File: config.mk
export PLATFORM = sky130hd
export DESIGN_NAME = arb_mux_2to1_80bit_ctrl
export DESIGN_NICKNAME = d
export VERILOG_FILES = /design/src/rtl/arb_mux_2to1_80bit_ctrl.sv
export SDC_FILE = /design/constraint.sdc
export NUM_CORES = 1
export LEC_CHECK = 0
export ABC_AREA = 1
export BUFFER_PORTS_ARGS = -buffer_cell sky130_fd_sc_hd__buf_4
export CAP_MARGIN = 20
export CORE_MARGIN = 5
export CORE_UTILIZATION = 37
export DETAILED_ROUTE_END_ITERATION = 12
export PLACE_DENSITY = 0.66
export SETUP_SLACK_MARGIN = 0.02
export SLEW_MARGIN = 20
export SYNTH_ARGS = -nofsm -noshare
export SYNTH_HDL_FRONTEND = slang
export SYNTH_SLANG_ARGS = --single-unit
File: constraint.sdc
create_clock -name Clock -period 5.2 [get_ports Clock]
set_input_delay 1.04 -clock Clock [delete_from_list [all_inputs] [get_ports Clock]]
set_output_delay 1.04 -clock Clock [all_outputs]
set_load 0.02 [all_outputs]
File: src/rtl/arb_mux_2to1_80bit_ctrl.sv
// Round-robin controller for an external 2:1 data mux plus a single-entry
// output register with a valid/ready handshake and per-source saturating
// transfer counters.
module arb_mux_2to1_80bit_ctrl #(
    parameter int unsigned WIDTH     = 80,
    parameter int unsigned CNT_WIDTH = 16
) (
    input  logic                 Clock,
    input  logic                 Reset,
    input  logic                 In0Valid,
    input  logic                 In1Valid,
    output logic                 In0Ready,
    output logic                 In1Ready,
    output logic                 Select,
    input  logic [WIDTH-1:0]     MuxOut,
    output logic [WIDTH-1:0]     Out,
    output logic                 OutValid,
    input  logic                 OutReady,
    output logic [CNT_WIDTH-1:0] Xfer0Count,
    output logic [CNT_WIDTH-1:0] Xfer1Count
);

    typedef enum logic {
        ST_EMPTY = 1'b0,
        ST_FULL  = 1'b1
    } state_t;

    state_t               r_state;
    state_t               w_state_nxt;
    logic                 r_last_grant;
    logic [WIDTH-1:0]     r_out;
    logic [CNT_WIDTH-1:0] r_cnt0;
    logic [CNT_WIDTH-1:0] r_cnt1;

    logic                 w_room;
    logic                 w_grant;
    logic                 w_accept;

    // Output-register state: fill on accept, drain when consumed without refill
    always_ff @(posedge Clock or posedge Reset) begin
        if (Reset) begin
            r_state <= ST_EMPTY;
        end else begin
            r_state <= w_state_nxt;
        end
    end

    // Grant, handshake and next-state decode
    always_comb begin
        w_room      = 1'b0;
        w_grant     = r_last_grant;
        w_accept    = 1'b0;
        w_state_nxt = r_state;

        w_room = (r_state == ST_EMPTY) | OutReady;

        if (In0Valid && In1Valid) begin
            w_grant = ~r_last_grant;
        end else if (In1Valid) begin
            w_grant = 1'b1;
        end else if (In0Valid) begin
            w_grant = 1'b0;
        end else begin
            w_grant = r_last_grant;
        end

        // Reset gates acceptance so sources never see Ready while held in reset
        w_accept = (In0Valid | In1Valid) & w_room & ~Reset;

        if (w_accept) begin
            w_state_nxt = ST_FULL;
        end else if ((r_state == ST_FULL) && OutReady) begin
            w_state_nxt = ST_EMPTY;
        end
    end

    // Data capture and round-robin pointer, both only move on an accepted transfer
    always_ff @(posedge Clock or posedge Reset) begin
        if (Reset) begin
            r_out        <= '0;
            r_last_grant <= 1'b1;
        end else if (w_accept) begin
            r_out        <= MuxOut;
            r_last_grant <= w_grant;
        end
    end

    // Per-source transfer counters, holding once all ones
    always_ff @(posedge Clock or posedge Reset) begin
        if (Reset) begin
            r_cnt0 <= '0;
            r_cnt1 <= '0;
        end else if (w_accept) begin
            if (!w_grant && (r_cnt0 != '1)) begin
                r_cnt0 <= r_cnt0 + CNT_WIDTH'(1);
            end
            if (w_grant && (r_cnt1 != '1)) begin
                r_cnt1 <= r_cnt1 + CNT_WIDTH'(1);
            end
        end
    end

    assign Select     = w_grant;
    assign In0Ready   = w_accept & ~w_grant;
    assign In1Ready   = w_accept & w_grant;
    assign Out        = r_out;
    assign OutValid   = (r_state == ST_FULL);
    assign Xfer0Count = r_cnt0;
    assign Xfer1Count = r_cnt1;

endmodule

==> metrics.md <==
| Metric | Value |
|---|---|
| CTS max path bufs | `2` |
| Worst Hold Depth | `2` |
| Worst Max-Slew Pin Slew | `0.804 ns` |
| # diodes | `0` |
| Min cycle time layout | `3.28 ns` |
| Sequential group share of total power | `0.391` |
| Power Internal | `1.99 mW` |
| Grt ovf | `0` |
| Synth warnings | `0` |
| Setup Fix Bufs, Post-CTS | `0` |
| Nets | `930` |
| Placer Congestion | `0.869` |
| Synthesis-stage register bit count | `114` |
| DPL Wire Length | `slightly below 10000 um` |
| Final Util | `0.543` |
| Mean Syn Cell Area | `between 7 and 8 um2` |
| Final WL | `13800 um` |
| Adder-cell share of the synthesized area | `0.00493` |
| IO buf count | `200` |
| Combinational share of power | `0.242` |
| Netlist cell types | `24` |
| Combinational family with the most area after synthesis | `simple AND/OR/NAND/NOR gates` |
| Sw Share | `0.306` |
| Via count | `between 4k and 5k` |
| Seq/Total Area, Yosys | `0.562` |
| CTS buffer count | `17` |
| Syn_nets | `729` |
| DR DRC count | `0` |
| Final antenna-violating net count | `0` |
| DIE HEIGHT | `127 um` |
| RSZ-0062 raised after global routing | `false` |
| Slowest stage delay, CP | `approximately 0.38 ns` |
| Pleak | `roughly 4.0 nW` |
| Hold_ws | `0.474 ns` |
| Row cnt | `42` |
| Critical setup path kind | `in -> out` |
| CTS H-tree lvls | `4` |
| Most used cell, CP | `buf_4` |
| Initial antenna violation count | `0` |
| CP Capture Type | `output pin` |
| Reg2Reg Launch Point | `Xfer1Count[0]` |
| Crit path DAT | `approximately 2.2 ns` |
| Synth Cell Area | `5070 um2` |
| Power Dens Cells | `397 nW/um2` |
| Core Box Area | `13300 um2` |
| Commonest non-fill, non-tap cells in the layout | `nand2_1 (388), buf_4 (204), dfrtp_1 (113), nor2_1 (28), inv_1 (24)` |
| Max-slew violation count | `0` |
| First-pass GRT wire length | `22400 um` |
| Tot Pwr | `2.88 mW` |
| Worst Reg-to-Reg Cells | `8` |
| Reg-to-reg endpoint | `Xfer1Count[15]` |
| Layout cells sized above 1 | `0.285` |
| Most common cell after layout, fill and taps aside | `nand2_1` |
| Worst Path Required | `4.16 ns` |
| Crit-path max FO | `38` |
| Root buffer selected by CTS | `clkbuf_16` |
| Reg2reg setup slack | `2.70 ns` |
| Clk sinks | `between 100 and 150` |
| Multi-input gate area | `2000 um2` |
| Clock skew | `0.00579 ns` |
| Largest net degree at the start of global routing | `just over 60` |
| Status | `finished clean` |
| WL/cell | `13.5 um` |
| Iteration-0 DRC count of the detailed router | `234` |
| Starting density of the core | `0.380` |
| Clk_lat worst skew | `about 0.40 ns` |
| Setup-failing EPs final | `0` |
| Critical path launch point type | `input pin` |
| XOR/XNOR Fraction of Synth Area | `0.0242` |
| Die X | `127 um` |
| Worst slew margin | `0.464` |
| Die area | `16200 um2` |
| I/O pin total | `201` |
| Gr usage total | `0.172` |
| Post-synthesis mux area share | `0` |
| Gate Count Post-Synth | `642` |
| Post-CTS resize count | `0` |
| Vias in the first global route | `4482` |
| DP Worst Slack | `1.90 ns` |
| Clk network pwr share | `0.367` |
| Final Hold Viols | `0` |
| Total of max-cap violations | `0` |
| Min-Delay Endpoint | `Out[4]` |
| Hold_sp | `Out[4]` |
| Net Sw Power | `a little under 900 uW` |
| CTS clk-pin slew, worst paths | `0.05 ns` |
| CTS hold repair buffers | `0` |
| Register Area | `2850 um2` |
| Vias/cell | `4.49` |
| CTS tree | `done` |
| Setup TNS | `0 ns` |
| Area grow syn2layout | `42.8%` |
| Drt pass-1 iters | `4` |
| Hold WC Path Type | `reg -> reg` |
| Setup ws final | `1.92 ns` |
| Post-Synth Simple-Gate Area | `0.350` |
| Fillers | `1276` |
| Post-synthesis compound-gate area fraction | `0.0116` |
| VDD IR max | `0.219 mV` |
| Fmax | `around 300 MHz` |
| Tcrit/Tclk final | `0.631` |
| CP max stage cell | `nand3_4` |
| CP cell instances | `buf_4, inv_1, nand2_1, nand3_4, nor2_2, buf_4` |
layer usage:
| layer | up-vias | share of wire | track usage |
|---|---|---|---|
| met5 | - | 0 | 0 |
| met4 | 0 | 0.022 | 0.0700 |
| met3 | 19 | 0.076 | 0.0614 |
| met2 | 156 | 0.45 | 0.255 |
| met1 | 2084 | 0.45 | 0.229 |
| li1 | 2359 | - | - |
Yosys cell counts, drive strengths merged:
cell type  count  area share
nand2        390        0.29
dfrtp        113        0.56
nor2          32       0.025
inv           26       0.019
nand3         16       0.017
buf           14       0.021
xnor2         14       0.024
nand4         12       0.015
o21ai         11       0.012
clkbuf         8      0.0059
ha             2      0.0049
nand3b         2      0.0030
clkinv         1     0.00074
dfstp          1      0.0052
metrics by stage:
step,instance area (um2),instances
global route,7250,1029
CTS,7250,1029
global placement,6710,1000
floorplan,5080,642
finish,7250,1029
detailed placement,6710,1000
layout make-up:
| cell class | count | share of cell area |
|---|---|---|
| Sequential cell | 114 | 0.394 |
| Timing Repair Buffer | 204 | 0.211 |
| Clock inverter | 7 | 0.00829 |
| Multi-Input combinational cell | 479 | 0.276 |
| Clock buffer | 22 | 0.0654 |
| Tap cell | 176 | 0.0304 |
| Inverter | 27 | 0.0145 |
sequential cells by signal, summed over array words and instances (netlist names):
register	cells
Out	80
Xfer1Count	16
Xfer0Count	16
r_last_grant	1
OutValid	1
kinds of logic (layout without fill, tap and decap cells):
group                    after synthesis  count (layout)
flip-flops                           114             114
buffers and inverters                 49             260
adder cells (fa/ha/maj)                2               2
AO/OA/AOI/OAI                         11              11
AND/OR/NAND/NOR                      452             452
XOR/XNOR                              14              14
power groups by stage:
stage / Sequential, mW / Combinational (mW) / Clock (mW)
floorplan: 1.29 / 0.221 / 0
global placement: 1.14 / 0.703 / 0
detailed placement: 1.13 / 0.711 / 0
CTS: 1.13 / 0.710 / 1.08
global route: 1.15 / 0.759 / 1.12
finish: 1.12 / 0.696 / 1.06
critical path, delay by kind of cell:
family | cells | cell delay (ns)
buf+inv | 3 | 0.30
simple gates | 3 | 0.88
worst max-delay path by stage:
| stage | start | endpoint | slack, ns | depth (start not counted) |
|---|---|---|---|---|
| floorplan | Reset | In1Ready | 0.80 | 3 |
| global placement | OutReady | In0Ready | 1.91 | 6 |
| detailed placement | OutReady | In0Ready | 1.90 | 6 |
| CTS | OutReady | In0Ready | 1.89 | 6 |
| global route | OutReady | In0Ready | 1.81 | 6 |
| finish | OutReady | In0Ready | 1.92 | 6 |
(Power assumes the default switching activity.)
